==> src/rtl/uart_rx.sv <==
// uart_rx: UART receiver for 8 data bits (LSB first), 1 even-parity bit and 1 stop bit.
// Each bit is sampled at mid-bit. A completed frame, good or bad, is reported with a
// one-cycle valid strobe that is qualified by parity and framing error flags.
//
// Parameters:
//   CLKS_PER_BIT  clocks per serial bit (8..65535)
// Ports:
//   clk         system clock, rising edge
//   rst_n       asynchronous active-low reset
//   rx_serial   asynchronous serial input, idle high
//   rx_data     last received byte, held until the next rx_valid
//   rx_valid    one-cycle strobe when a frame completes
//   parity_err  parity error for the frame, qualified by rx_valid
//   frame_err   stop bit sampled low, qualified by rx_valid
//   rx_active   high while the receiver is not idle (registered, one cycle behind the FSM)
module uart_rx #(
  parameter int unsigned CLKS_PER_BIT = 868
) (
  input  logic       clk,
  input  logic       rst_n,
  input  logic       rx_serial,
  output logic [7:0] rx_data,
  output logic       rx_valid,
  output logic       parity_err,
  output logic       frame_err,
  output logic       rx_active
);

  localparam int unsigned Half   = (CLKS_PER_BIT - 1) / 2;
  localparam logic [15:0] HalfCnt = 16'(Half);
  localparam logic [15:0] BitEnd  = 16'(CLKS_PER_BIT - 1);

  typedef enum logic [2:0] {
    StIdle    = 3'd0,
    StStart   = 3'd1,
    StData    = 3'd2,
    StParity  = 3'd3,
    StStop    = 3'd4,
    StCleanup = 3'd5
  } state_e;

  state_e      state_q, state_d;
  logic        rx_meta_q, rx_sync_q;
  logic [15:0] clk_count_q, clk_count_d;
  logic [2:0]  bit_index_q, bit_index_d;
  logic [7:0]  shift_q, shift_d;
  logic        par_bad_q, par_bad_d;
  logic [7:0]  rx_data_q, rx_data_d;
  logic        rx_valid_q, rx_valid_d;
  logic        parity_err_q, parity_err_d;
  logic        frame_err_q, frame_err_d;
  logic        rx_active_q, rx_active_d;

  // Two-flop synchronizer, reset to the idle line level so reset never looks like a start.
  always_ff @(posedge clk or negedge rst_n) begin
    if (!rst_n) begin
      rx_meta_q <= 1'b1;
      rx_sync_q <= 1'b1;
    end else begin
      rx_meta_q <= rx_serial;
      rx_sync_q <= rx_meta_q;
    end
  end

  always_comb begin
    state_d      = state_q;
    clk_count_d  = clk_count_q;
    bit_index_d  = bit_index_q;
    shift_d      = shift_q;
    par_bad_d    = par_bad_q;
    rx_data_d    = rx_data_q;
    rx_valid_d   = 1'b0;
    parity_err_d = 1'b0;
    frame_err_d  = 1'b0;
    rx_active_d  = (state_q != StIdle);

    unique case (state_q)
      StIdle: begin
        clk_count_d = '0;
        bit_index_d = '0;
        if (!rx_sync_q) begin
          state_d = StStart;
        end
      end

      StStart: begin
        if (clk_count_q == HalfCnt) begin
          clk_count_d = '0;
          // Line back high at mid start bit: a glitch, not a frame.
          state_d     = rx_sync_q ? StIdle : StData;
        end else begin
          clk_count_d = clk_count_q + 16'd1;
        end
      end

      StData: begin
        if (clk_count_q == BitEnd) begin
          clk_count_d          = '0;
          shift_d[bit_index_q] = rx_sync_q;
          if (bit_index_q == 3'd7) begin
            bit_index_d = '0;
            state_d     = StParity;
          end else begin
            bit_index_d = bit_index_q + 3'd1;
          end
        end else begin
          clk_count_d = clk_count_q + 16'd1;
        end
      end

      StParity: begin
        if (clk_count_q == BitEnd) begin
          clk_count_d = '0;
          par_bad_d   = rx_sync_q ^ (^shift_q);
          state_d     = StStop;
        end else begin
          clk_count_d = clk_count_q + 16'd1;
        end
      end

      StStop: begin
        if (clk_count_q == BitEnd) begin
          clk_count_d  = '0;
          rx_data_d    = shift_q;
          rx_valid_d   = 1'b1;
          parity_err_d = par_bad_q;
          frame_err_d  = ~rx_sync_q;
          state_d      = StCleanup;
        end else begin
          clk_count_d = clk_count_q + 16'd1;
        end
      end

      StCleanup: begin
        // Hold here while the line is low (break / low stop) so it cannot retrigger.
        if (rx_sync_q) begin
          state_d = StIdle;
        end
      end

      default: begin
        state_d     = StIdle;
        clk_count_d = '0;
        bit_index_d = '0;
      end
    endcase
  end

  always_ff @(posedge clk or negedge rst_n) begin
    if (!rst_n) begin
      state_q      <= StIdle;
      clk_count_q  <= '0;
      bit_index_q  <= '0;
      shift_q      <= '0;
      par_bad_q    <= 1'b0;
      rx_data_q    <= '0;
      rx_valid_q   <= 1'b0;
      parity_err_q <= 1'b0;
      frame_err_q  <= 1'b0;
      rx_active_q  <= 1'b0;
    end else begin
      state_q      <= state_d;
      clk_count_q  <= clk_count_d;
      bit_index_q  <= bit_index_d;
      shift_q      <= shift_d;
      par_bad_q    <= par_bad_d;
      rx_data_q    <= rx_data_d;
      rx_valid_q   <= rx_valid_d;
      parity_err_q <= parity_err_d;
      frame_err_q  <= frame_err_d;
      rx_active_q  <= rx_active_d;
    end
  end

  assign rx_data    = rx_data_q;
  assign rx_valid   = rx_valid_q;
  assign parity_err = parity_err_q;
  assign frame_err  = frame_err_q;
  assign rx_active  = rx_active_q;

endmodule

==> config.mk <==
export PLATFORM = sky130hd
export DESIGN_NAME = uart_rx
export DESIGN_NICKNAME = d
export VERILOG_FILES = /design/src/rtl/uart_rx.sv
export SDC_FILE = /design/constraint.sdc
export NUM_CORES = 1
export LEC_CHECK = 0
export CAP_MARGIN = 20
export CORE_MARGIN = 5
export CORE_UTILIZATION = 60
export CTS_CLUSTER_DIAMETER = 80
export DETAILED_ROUTE_END_ITERATION = 10
export GPL_TIMING_DRIVEN = 1
export PLACE_DENSITY = 0.84
export SYNTH_ARGS = -nofsm -noshare
export SYNTH_HDL_FRONTEND = slang
export SYNTH_SLANG_ARGS = --single-unit
==> constraint.sdc <==
create_clock -name clk -period 4.25 [get_ports clk]
set_input_delay 0.425 -clock clk [delete_from_list [all_inputs] [get_ports clk]]
set_output_delay 0.425 -clock clk [all_outputs]
set_load 0.1 [all_outputs]
Word level (Yosys, flattened, before mapping)
Index checks and enable logic that the tools add are counted.

Register bits: 45. Bits of input ports: 3. Output and inout bits: 12. Word-level logic and storage cells: 69.

$add $sub $neg: 2. $lt $le $gt $ge: 2. Eq/ne operators: 15. Multiplexer cells: 24. Bitwise operators: 3. Reduce and logical (&&, ||, !) cells: 11.

Operators with widths (number): one-hot mux 16 bit (3 select lines) (1); two-way mux 16 bit (2); two-way mux 3 bit (9); one-hot mux 3 bit (6 select lines) (1); adder 16 x 1 -> 16 bit, second input constant (1); == test 16 x 10 -> 1 bit, second input constant (1); == test 16 x 9 -> 1 bit, second input constant (1); inequality test 2 bit, second input constant (7); == test 3 bit, second input constant (3); bitwise mux 8 bit (1); AND reduction 2 bit (4); parity 8 bit (1); two-way mux 1 bit (7); AND reduction 7 bit (1); == test 3 x 2 -> 1 bit, second input constant (2); one-hot mux 3 bit (2 select lines) (1); < comparator 3 x 4 -> 1 bit, second input constant (1); OR reduction 4 bit (1); adder 3 x 1 -> 3 bit, second input constant (1); demux 1 bit (select 3 bit) (1); == test 3 x 1 -> 1 bit, second input constant (1); greater-or-equal comparator 3 x 1 -> 1 bit, second input constant (1); logical NOT 3 bit (1); nonzero test 3 bit (1); other kinds (5) (6).

Logic depth before layout (Yosys ltp)
Gate-level depths: netlist of run 1.

Word-level depth: 5. Depth in mapped cells: 8. Depth with buffers taken out: 7.

Worst setup path after synthesis of run 1
No wires, ideal clock.

Path type: register -> register. Start point: register clk_count_q[13]. End point: register shift_q[5]. Setup time: 128 ps. Arrival time: 2464 ps. Data required time: 4122 ps. Setup slack: 1658 ps. Cell stages (with the launch flop): 7. Path buffers: 1. Clock period less this slack: 2592 ps. Cell sequence: dfrtp_1 > or4_4 > or4_1 > buf_2 > or3b_4 > nor3_2 > mux2_1.

Word-level cells in the longest chain between the ends: 2.

RTL lines: start, declared (line 44) `logic [15:0] clk_count_q, clk_count_d;`; start signal, assigned (line 163) `clk_count_q <= clk_count_d;`; == test 16 x 10 -> 1 bit (line 97) `if (clk_count_q == BitEnd) begin`; AND reduction 2 bit (no line); end signal, assigned (line 165) `shift_q <= shift_d;`; end, declared (line 46) `logic [7:0] shift_q, shift_d;`.

No other way between the ends. A chain may end at the register's enable or synchronous reset.

Worst setup path after layout of run 1
Start point: register clk_count_q[0]. End point: register clk_count_q[13].

Word-level cells in the longest chain between the ends: 3. Elaborated cells on any way between the ends: 6. Those cells by class: add/sub: 1; eq/ne: 2; mux: 3.

RTL lines: adder 16 x 1 -> 16 bit, or another cell as far along; two-way mux 16 bit (on tied branches); one-hot mux 16 bit (3 select lines) * (line 77) `unique case (state_q)`.

Mark *: on every way between the ends. The rest lies on a longest branch, timed or not.

==> results_dict.tcl, run 1 <==
set metrics [dict create \
    die_y_um 72.1 \
    synth.area.mux_share_pct 8.27 \
    drc_errors 0 \
    synth_cell_types 44 \
    grt_max_degree 46 \
    timing.final.ws_setup_ns 1.20 \
    ios 15 \
    totalPowerFinal_uw 710 \
    sw_frac_of_total_pct 20.2 \
    htreeDepth 2 \
    vias 1629 \
    synth_top_family_by_area "simple AND/OR/NAND/NOR gates" \
    synth-adder-area-share_pct 2.60 \
    holdCritStartpoint "rx_meta_q" \
    timing.rr.end "clk_count_q[13]" \
    crit_type "reg -> reg" \
    grt_pass1_wl_um 7550 \
    rsz0062_at_grt "no" \
    fill_cells 290 \
    initial_core_util_pct 62.7 \
    max_cap_viol_count 0 \
    cts_sinks 45 \
    pwr-share-clk_pct 37.3 \
    wl_um 4320 \
    comb_power_share_pct 1.9 \
    final_util_pct 70.1 \
    hold_viol 0 \
    synth-main-ff-cell "dfrtp_1" \
    seqPwrFrac_pct 60.8 \
    post-route-min-period_ns 3.05 \
    grt.busiest_layer "met1" \
    dieArea_mm2 0.00520 \
    numCtsBuffers 5 \
    drt_iter0_drc 175 \
    rows 22 \
    die-width_um 72.1 \
    antenna_left 0 \
    syn_area_per_cell_um2 10.5 \
    core_area_mm2 0.00369 \
    area_growth_pct 11.7 \
    drive_above_1_share_pct 15.4 \
    firstDrtPassIters 4 \
    dp_slack_ns 1.22 \
    startpoint_type "flop" \
    synth_seq_cells 45 \
    grt_pass1_vias 1585 \
    crit_path_end_kind "flop" \
    wire_per_inst_um 15.3 \
    r2r_cells 6 \
    synth_compound_area_share_pct 5.62 \
    power.switching_uw 143 \
    required_ns 4.39 \
    yosys.area_share.simple_pct 25.1 \
    synthesis.nets 228 \
    outcome "complete, no violations" \
    gp_congestion 0.836 \
    n_antenna_cell 0 \
    p_leak_uw 0.00112 \
    r2r_start "clk_count_q[0]" \
    p_int_uw 567 \
    hold_path.class "reg -> reg" \
    clockRootBuffer "clkbuf_8" \
    cp_max_fo 12 \
    grtUsageMet1_pct 27.2 \
    layout.nets 240 \
    use_met3_pct 5.82 \
    fin_crit_sh_pct 71.8 \
    synth_cells 221 \
    yosysWarnings 0 \
    synth_area_mm2 0.00231 \
    clk_pin_slew_ns 0.08 \
    cts_tree "built" \
    overflow 0 \
    clk_latency_ns 0.30 \
    final_max_slew_viol_count 0 \
    synth-seq-area-share_pct 48.8 \
    grt_usage_pct 18.6 \
    arrival_ns 3.20 \
    fmax_mhz 328 \
    worstMarginPinSlew_ns 0.971 \
    async_flop_share_pct 100 \
    r2r_setup_slack_ns 1.20 \
    post_cts_resized 0 \
    grt_use_met2_pct 26.4 \
    hold_depth 0 \
    post_cts_buffers 0 \
    peakVddDrop_v 0.000201 \
    p_per_area_mw_per_mm2 275 \
    slew_headroom_pct 35.0 \
    clock_skew_ns 0.00834 \
    hold_end "rx_sync_q" \
    io_buffer_count 14 \
    cts_max_path_buffers 2 \
    dpl.hpwl_um 3060 \
    setup_viol 0 \
    fin_setup_tns_ns 0 \
    synth-edff-count 0 \
    drt-vias-per-instance 5.78 \
    antenna_found_initial 0 \
    synth_xor_area_share_pct 7.19 \
]
## layout by cell type, fill, tap and decap left out, drive strengths merged, types with 4 or more instances in the layout
master and instances:
dfrtp 43, o21ai 15, nor4 6, nor2b 9
ha 4, clkbuf 8, xor2 5, mux2 17
clkdlybuf4s50 13, nor3 5, nand4 7, nand2 15
xnor2 14, or3b 4, nand3 7, nor2 23
nand3b 5
## flip-flops by register name, summed over array words and instances (netlist names)
| register | flops |
|---|---|
| clk_count_q | 16 |
| rx_data | 8 |
| shift_q | 8 |
| bit_index_q | 3 |
| state_q | 3 |
| frame_err | 1 |
| par_bad_q | 1 |
| parity_err | 1 |
| rx_active | 1 |
| rx_meta_q | 1 |
| rx_sync_q | 1 |
| rx_valid | 1 |
## repair_timing
action | in CTS | in global routing
endpoints found under the setup margin | 0 | 0
endpoints found under the hold margin | 0 | 5
hold buffers | 0 | 1
## cell families (layout without fill, tap and decap cells)
family / count (synthesis) / after routing
compound gates: 23 / 23
xor+xnor: 19 / 19
fa+ha+maj: 5 / 5
buf+inv: 14 / 27
flops: 45 / 45
mux: 17 / 17
simple gates: 98 / 98
## final cells by class
cell class                      instances  area (µm²)  share of cell area (%)
Multi-Input combinational cell        162        1130                    43.7
Clock buffer                            8        90.1                    3.48
Tap cell                               48        60.1                    2.32
Inverter                                3        11.3                   0.436
Sequential cell                        45        1130                    43.7
Timing Repair Buffer                   16         165                    6.39
## layer usage
metal  up-vias  share of wire, %  wire, µm
met5         -                 0         0
met4         0               1.3        58
met3         7               4.9       210
met2        39                45      1960
met1       779                48      2090
li1        804                 -         -
## power by group through the flow
stage,Sequential [µW],Combinational (µW),Clock (µW)
global placement,440,10.9,0
finish,432,13.6,265
CTS,432,11.2,272
detailed placement,440,11.2,0
global route,432,15.9,293
floorplan,439,2.39,0
## worst max-delay path, cell delays in order, from the launching register on
cell and delay (ns):
dfrtp_1 0.41, ha_1 0.23, or3b_2 0.46, nor4_2 0.68, o22ai_1 0.31, nor2_1 0.68, nor2_1 0.12
## per-stage QoR
stage	hold WS (ns)	std cells	area (µm²)
floorplan	0.129	221	2310
global placement	0.346	272	2460
detailed placement	0.348	272	2460
CTS	0.309	280	2550
global route	0.372	282	2580
finish	0.360	282	2580
## Yosys cell counts, types with 3 or more instances
cell | number | area (µm²)
nand3b_1 | 5 | 37.5
ha_1 | 4 | 50.1
or3b_2 | 3 | 26.3
o21ai_0 | 15 | 75.1
clkbuf_1 | 8 | 30.0
xor2_1 | 5 | 43.8
nor3b_1 | 3 | 22.5
xnor2_1 | 14 | 123
nor2b_1 | 9 | 56.3
dfrtp_1 | 43 | 1080
nand2_1 | 15 | 56.3
nand4_1 | 7 | 43.8
nor3_1 | 3 | 15.0
mux2_2 | 15 | 169
nor2_1 | 23 | 86.3
nor4_1 | 4 | 25.0
nand3_1 | 7 | 35.0
inv_1 | 3 | 11.3
## worst max-delay path by stage
stage / start / endpoint / slack (ns) / cells past startpoint
4_1_cts: clk_count_q[0] / clk_count_q[12] / 1.22 / 6
2_1_floorplan: clk_count_q[13] / shift_q[5] / 1.66 / 6
5_1_grt: clk_count_q[0] / clk_count_q[7] / 0.89 / 6
3_3_place_gp: clk_count_q[0] / clk_count_q[5] / 1.38 / 6
3_5_place_dp: clk_count_q[0] / clk_count_q[7] / 1.22 / 6
6_report: clk_count_q[0] / clk_count_q[13] / 1.20 / 6
Note: power is estimated with default switching activity, not from simulation.
==> run 2, diff against run 1 <==
--- a/config.mk
+++ b/config.mk
@@ -7,11 +7,11 @@
 export LEC_CHECK = 0
 export CAP_MARGIN = 20
 export CORE_MARGIN = 5
-export CORE_UTILIZATION = 60
+export CORE_UTILIZATION = 53
 export CTS_CLUSTER_DIAMETER = 80
 export DETAILED_ROUTE_END_ITERATION = 10
 export GPL_TIMING_DRIVEN = 1
-export PLACE_DENSITY = 0.84
+export PLACE_DENSITY = 0.78
 export SYNTH_ARGS = -nofsm -noshare
 export SYNTH_HDL_FRONTEND = slang
 export SYNTH_SLANG_ARGS = --single-unit
==> constraint.sdc (replaced) <==
create_clock -name clk -period 2.73 [get_ports clk]
set_input_delay 0.273 -clock clk [delete_from_list [all_inputs] [get_ports clk]]
set_output_delay 0.273 -clock clk [all_outputs]
set_load 0.1 [all_outputs]
==> run 2 against run 1 <==
  * Sequential share of layout area decreased by 0.71 points
  * Global-route usage decreased by 1.7 points
  * Register-to-register slack got worse by 1.1 ns
  * Highest routed layer unchanged
  * Largest cell class unchanged
  * Clock skew decreased by 0.0050 ns
  * Utilization decreased by 8.9 points
  * Clock-buffer cell count decreased by 1
  * Critical path type unchanged
==> results_dict.tcl, run 2 (synthesized netlist as in run 1, its figures left out) <==
set metrics [dict create \
    outcome "complete, no violations" \
    clockRootBuffer "clkbuf_8" \
    final_cell_mix "dfrtp_1 (43), nor2_1 (23), buf_4 (19)" \
    drive_above_1_share_pct 23.7 \
    max_stage_delay_ns 0.56 \
    numCtsBuffers 5 \
    die_y_um 76.1 \
    critical_path.top_delay_family "simple AND/OR/NAND/NOR gates" \
    wl_um 4330 \
    max_cap_viol_count 0 \
    drt-vias-per-instance 5.68 \
    vias 1665 \
    n_antenna_cell 0 \
    peakVddDrop_v 0.000256 \
    post-route-min-period_ns 2.59 \
    rsz0062_at_grt "no" \
    crit_type "reg -> reg" \
    p_per_area_mw_per_mm2 437 \
    largest_reg_flops 16 \
    ios 15 \
    wire_per_inst_um 14.8 \
    p_leak_uw 0.00118 \
    cp_max_fo 3 \
    post_dp_cell_area_mm2 0.00249 \
    hold_path.class "in -> async" \
    grt_usage_pct 16.9 \
    core_area_mm2 0.00429 \
    die-width_um 76.1 \
    r2r_start "clk_count_q[13]" \
    cts_sinks 45 \
    arrival_ns 2.78 \
    slew_headroom_pct 62.4 \
    r2r_cells 5 \
    required_ns 2.92 \
    dpl.hpwl_um 3060 \
    clk_latency_ns 0.30 \
    antenna_found_initial 0 \
    crit_chain "or4_4, or4_1, or3b_4, nor4_2, mux2_1" \
    crit_cells 5 \
    fin_setup_tns_ns 0 \
    layout.nets 247 \
    drt_iter0_drc 99 \
    clock_skew_ns 0.00334 \
    post_cts_resized 0 \
    rows 24 \
    slowest_stage "or4_4" \
    overflow 0 \
    final_max_slew_viol_count 0 \
    final_common_cell "dfrtp_1" \
    holdBufCountCts 0 \
    cts_max_path_buffers 2 \
    post_cts_buffers 0 \
    firstDrtPassIters 4 \
    crit_path_end_kind "flop" \
    startpoint_type "flop" \
    gp_congestion 0.900 \
    htreeDepth 2 \
    grt_pass1_wl_um 8020 \
    setup_viol 0 \
    io_buffer_count 14 \
    area_growth_pct 13.6 \
    cts_tree "built" \
    worstMarginPinSlew_ns 0.559 \
    antenna_left 0 \
    initial_core_util_pct 53.9 \
    dieArea_mm2 0.00579 \
    top_register "clk_count_q" \
    fill_cells 354 \
    grt_pass1_vias 1579 \
    fmax_mhz 386 \
    drc_errors 0 \
    fin_crit_sh_pct 95.0 \
    cp_num_buf_inv 0 \
    hold_viol 0 \
    clk_pin_slew_ns 0.08 \
    final_cell_area_mm2 0.00263 \
    grt_max_degree 46 \
    critPathLaunch "clk_count_q[13]" \
]
run 2: stage by stage:
stage / power [µW] / worst slack [ns] / instances / util, % / hold slack (ns)
5_1_grt: 1200 / 0.0293 / 293 / 61.2 / 0.310
3_5_place_dp: 703 / 0.148 / 283 / 58.0 / 0.348
2_1_floorplan: 687 / 0.138 / 221 / - / -0.0226
6_report: 1150 / 0.137 / 293 / 61.2 / 0.311
4_1_cts: 1160 / 0.141 / 291 / 60.5 / 0.161
3_3_place_gp: 703 / 0.211 / 283 / 58.0 / 0.346
run 2: power breakdown:
group          internal, µW  total (µW)  switching [µW]
sequential              669         672            3.28
combinational          7.18        20.9            13.7
clock                   233         454             221
run 2: layer usage:
| layer | share of wire [%] | track usage [%] |
|---|---|---|
| met2 | 44 | 22.3 |
| met5 | 0 | 0 |
| met3 | 6.0 | 4.73 |
| met4 | 1.6 | 6.29 |
| met1 | 48 | 25.9 |
run 2: area by class of cell:
type	count	area, µm²	share of cell area, %
repair buffers	23	188	7.14
inverters	3	11.3	0.429
flip-flops and latches	45	1130	43.0
well taps	52	65.1	2.48
clock buffers	7	96.3	3.67
multi-input cells	162	1130	43.0
clock inverters	1	8.76	0.333
run 2: path summary, 6_finish.rpt:
| path | endpoint | slack, ns |
|---|---|---|
| setup / recovery | shift_q[1] | 0.14 |
| setup reg to reg | shift_q[1] | 0.14 |
| hold reg to reg | rx_sync_q | 0.36 |
| min in group clk | rx_sync_q | 0.36 |
| max in group asynchronous | clk_count_q[9] | 2.01 |
| hold / removal | rx_data[1] | 0.31 |
run 2: worst register-to-register path, cell delays in order, from the launching register on:
cell	delay, ns
dfrtp_1	0.41
or4_4	0.56
or4_1	0.56
or3b_4	0.43
nor4_2	0.18
mux2_1	0.35
==> run 3, diff against run 2 <==
==> config.mk (replaced) <==
export PLATFORM = sky130hd
export DESIGN_NAME = uart_rx
export DESIGN_NICKNAME = d
export VERILOG_FILES = /design/src/rtl/uart_rx.sv
export SDC_FILE = /design/constraint.sdc
export NUM_CORES = 1
export LEC_CHECK = 0
export ABC_AREA = 1
export CAP_MARGIN = 20
export CORE_MARGIN = 5
export CORE_UTILIZATION = 54
export DETAILED_ROUTE_END_ITERATION = 10
export GPL_TIMING_DRIVEN = 1
export HOLD_SLACK_MARGIN = 0.08
export PLACE_DENSITY = 0.79
export SYNTH_ARGS = -nofsm -noshare
export SYNTH_HDL_FRONTEND = slang
export SYNTH_SLANG_ARGS = --single-unit
==> run 3 against run 2 <==
  * Sequential share of layout area is 4.8 points lower
  * Utilization is 0.59 points higher
  * Synthesized cell count grew 71%
  * Clock-buffer cell count decreased by 2
  * First-iteration DRC count rose to 2.8 times the previous value
  * Hold slack better by 0.049 ns
  * Critical path depth is 2 higher
  * Highest routed layer unchanged
==> results_dict.tcl, run 3 <==
set metrics [dict create \
    outcome "complete, no violations" \
    yosysWarnings 0 \
    final_cell_mix "nand2_1 (139), nor2_1 (45), dfrtp_1 (43)" \
    yosysMostFrequentCell "nand2_1" \
    fin_crit_sh_pct 66.9 \
    startpoint_type "flop" \
    largest_reg_flops 16 \
    core_area_mm2 0.00479 \
    wl_um 5610 \
    synth_seq_cells 45 \
    hold_depth 0 \
    arrival_ns 2.01 \
    area_growth_pct 9.86 \
    firstDrtPassIters 4 \
    clock_skew_ns 0.00946 \
    antenna_left 0 \
    peakVddDrop_v 0.000252 \
    dpl.hpwl_um 4230 \
    antenna_found_initial 0 \
    crit_chain "inv_2, nand3_1, o21ai_0, nor2_1, nand3_1, nand2_1, nand2_1" \
    dieArea_mm2 0.00650 \
    synthTopCellsByArea "dfrtp_1 (40%), nand2_1 (19%), nor2_1 (6.3%), nand3_1 (5.6%), inv_1 (4.7%)" \
    die_y_um 80.6 \
    worstMarginPinSlew_ns 0.512 \
    cts_tree "built" \
    post_cts_resized 0 \
    synth_cell_types 29 \
    grt_max_degree 46 \
    top_register "clk_count_q" \
    slew_headroom_pct 65.8 \
    p_per_area_mw_per_mm2 377 \
    overflow 0 \
    hold_viol 0 \
    slowest_stage "dfrtp_1" \
    post_cts_buffers 0 \
    final_max_slew_viol_count 0 \
    drt-vias-per-instance 5.13 \
    cts_max_path_buffers 2 \
    grt_pass1_vias 2165 \
    initial_core_util_pct 56.2 \
    n_antenna_cell 0 \
    grt_pass1_wl_um 9960 \
    endpoint "state_q[1]" \
    grt_usage_pct 19.6 \
    wire_per_inst_um 12.1 \
    io_buffer_count 14 \
    async_flop_share_pct 100 \
    synthesis.nets 384 \
    final_common_cell "nand2_1" \
    synth-edff-count 0 \
    synth_cells 377 \
    clk_latency_ns 0.30 \
    synth_top_cell_by_area "dfrtp_1" \
    yosysTopAreaCellShare_pct 40.0 \
    drc_errors 0 \
    clk_pin_slew_ns 0.09 \
    stdcell_count 462 \
    r2r_setup_slack_ns 0.90 \
    fin_setup_tns_ns 0 \
    post-route-min-period_ns 1.83 \
    totalPowerFinal_uw 1120 \
    timing.hold.ws_ns 0.360 \
    crit_cells 7 \
    synth-main-ff-cell "dfrtp_1" \
    numCtsBuffers 5 \
    critPathLaunch "state_q[1]" \
    p_leak_uw 0.00147 \
    yosys-top-cells-count "nand2_1 (139), nor2_1 (45), dfrtp_1 (43), inv_1 (34), nand3_1 (30)" \
    max_cap_viol_count 0 \
    placed_cells 452 \
    dp_slack_ns 0.933 \
    rows 25 \
    critical_path.top_delay_family "simple AND/OR/NAND/NOR gates" \
    fmax_mhz 548 \
    syn_area_per_cell_um2 7.14 \
    clockRootBuffer "clkbuf_8" \
    timing.rr.end "state_q[1]" \
    synth_area_mm2 0.00269 \
    r2r_start "state_q[1]" \
    setup_viol 0 \
    max_stage_delay_ns 0.57 \
    cp_num_buf_inv 1 \
    timing.final.ws_setup_ns 0.904 \
    rsz0062_at_grt "no" \
    cts_sinks 45 \
    cp_max_fo 13 \
    r2r_cells 7 \
    ios 15 \
    vias 2369 \
    gp_congestion 0.985 \
    die-width_um 80.6 \
    hold_path.class "reg -> reg" \
    htreeDepth 2 \
    synth-seq-area-share_pct 41.9 \
    layout.nets 401 \
    required_ns 2.92 \
    drt_iter0_drc 281 \
    drive_above_1_share_pct 14.2 \
    fill_cells 460 \
    crit_type "reg -> reg" \
    crit_path_end_kind "flop" \
]
## run 3: worst min path at each step
stage,start,end,slack (ns)
after floorplan,rst_n,bit_index_q[0],-0.02
after global placement,rx_meta_q,rx_sync_q,0.35
after detailed placement,rx_meta_q,rx_sync_q,0.35
after CTS,rst_n,clk_count_q[13],0.16
after global routing,rx_meta_q,rx_sync_q,0.37
final,rx_meta_q,rx_sync_q,0.36
## run 3: final cells by class
cell class / instances / area, µm² / area share, %
clock buffers: 5 / 68.8 / 2.33
flip-flops and latches: 45 / 1130 / 38.2
inverters: 42 / 159 / 5.37
well taps: 67 / 83.8 / 2.84
repair buffers: 16 / 135 / 4.57
clock inverters: 3 / 22.5 / 0.762
multi-input cells: 284 / 1360 / 46.0
## run 3: where the power goes
part	leakage, µW	internal (µW)	total (µW)	switching, µW
combinational	0.000822	7.16	23.1	16.0
clock	0.0000481	182	421	239
sequential	0.000602	669	672	3.32
total	0.00147	858	1120	258
## run 3: routing by layer
| metal | vias to the layer above | global-route usage, % | wire length, µm |
|---|---|---|---|
| met2 | 60 | 29.6 | 2480 |
| li1 | 1221 | - | - |
| met3 | 5 | 3.36 | 354 |
| met1 | 1083 | 28.6 | 2700 |
| met5 | - | 0 | 0 |
| met4 | 0 | 5.91 | 70 |
## run 3: kinds of logic (layout without fill, tap and decap cells)
| family | count (synthesis) | in the layout | share of synthesized area, % |
|---|---|---|---|
| compound gates | 26 | 26 | 6.09 |
| xor+xnor | 7 | 7 | 2.28 |
| fa+ha+maj | 4 | 4 | 1.86 |
| buf+inv | 48 | 66 | 7.58 |
| flops | 45 | 45 | 41.9 |
| simple gates | 247 | 247 | 40.3 |
## run 3: what timing repair did
| action | in CTS | in global routing |
|---|---|---|
| hold endpoints to repair | 0 | 16 |
| endpoints found under the setup margin | 0 | 0 |
| hold buffers | 0 | 1 |
## run 3: through the flow
| step | cell area, µm² | utilization (%) |
|---|---|---|
| 4_1_cts | 2930 | 61.2 |
| 3_3_place_gp | 2840 | 59.2 |
| 2_1_floorplan | 2690 | - |
| 3_5_place_dp | 2840 | 59.2 |
| 6_report | 2960 | 61.8 |
| 5_1_grt | 2960 | 61.8 |
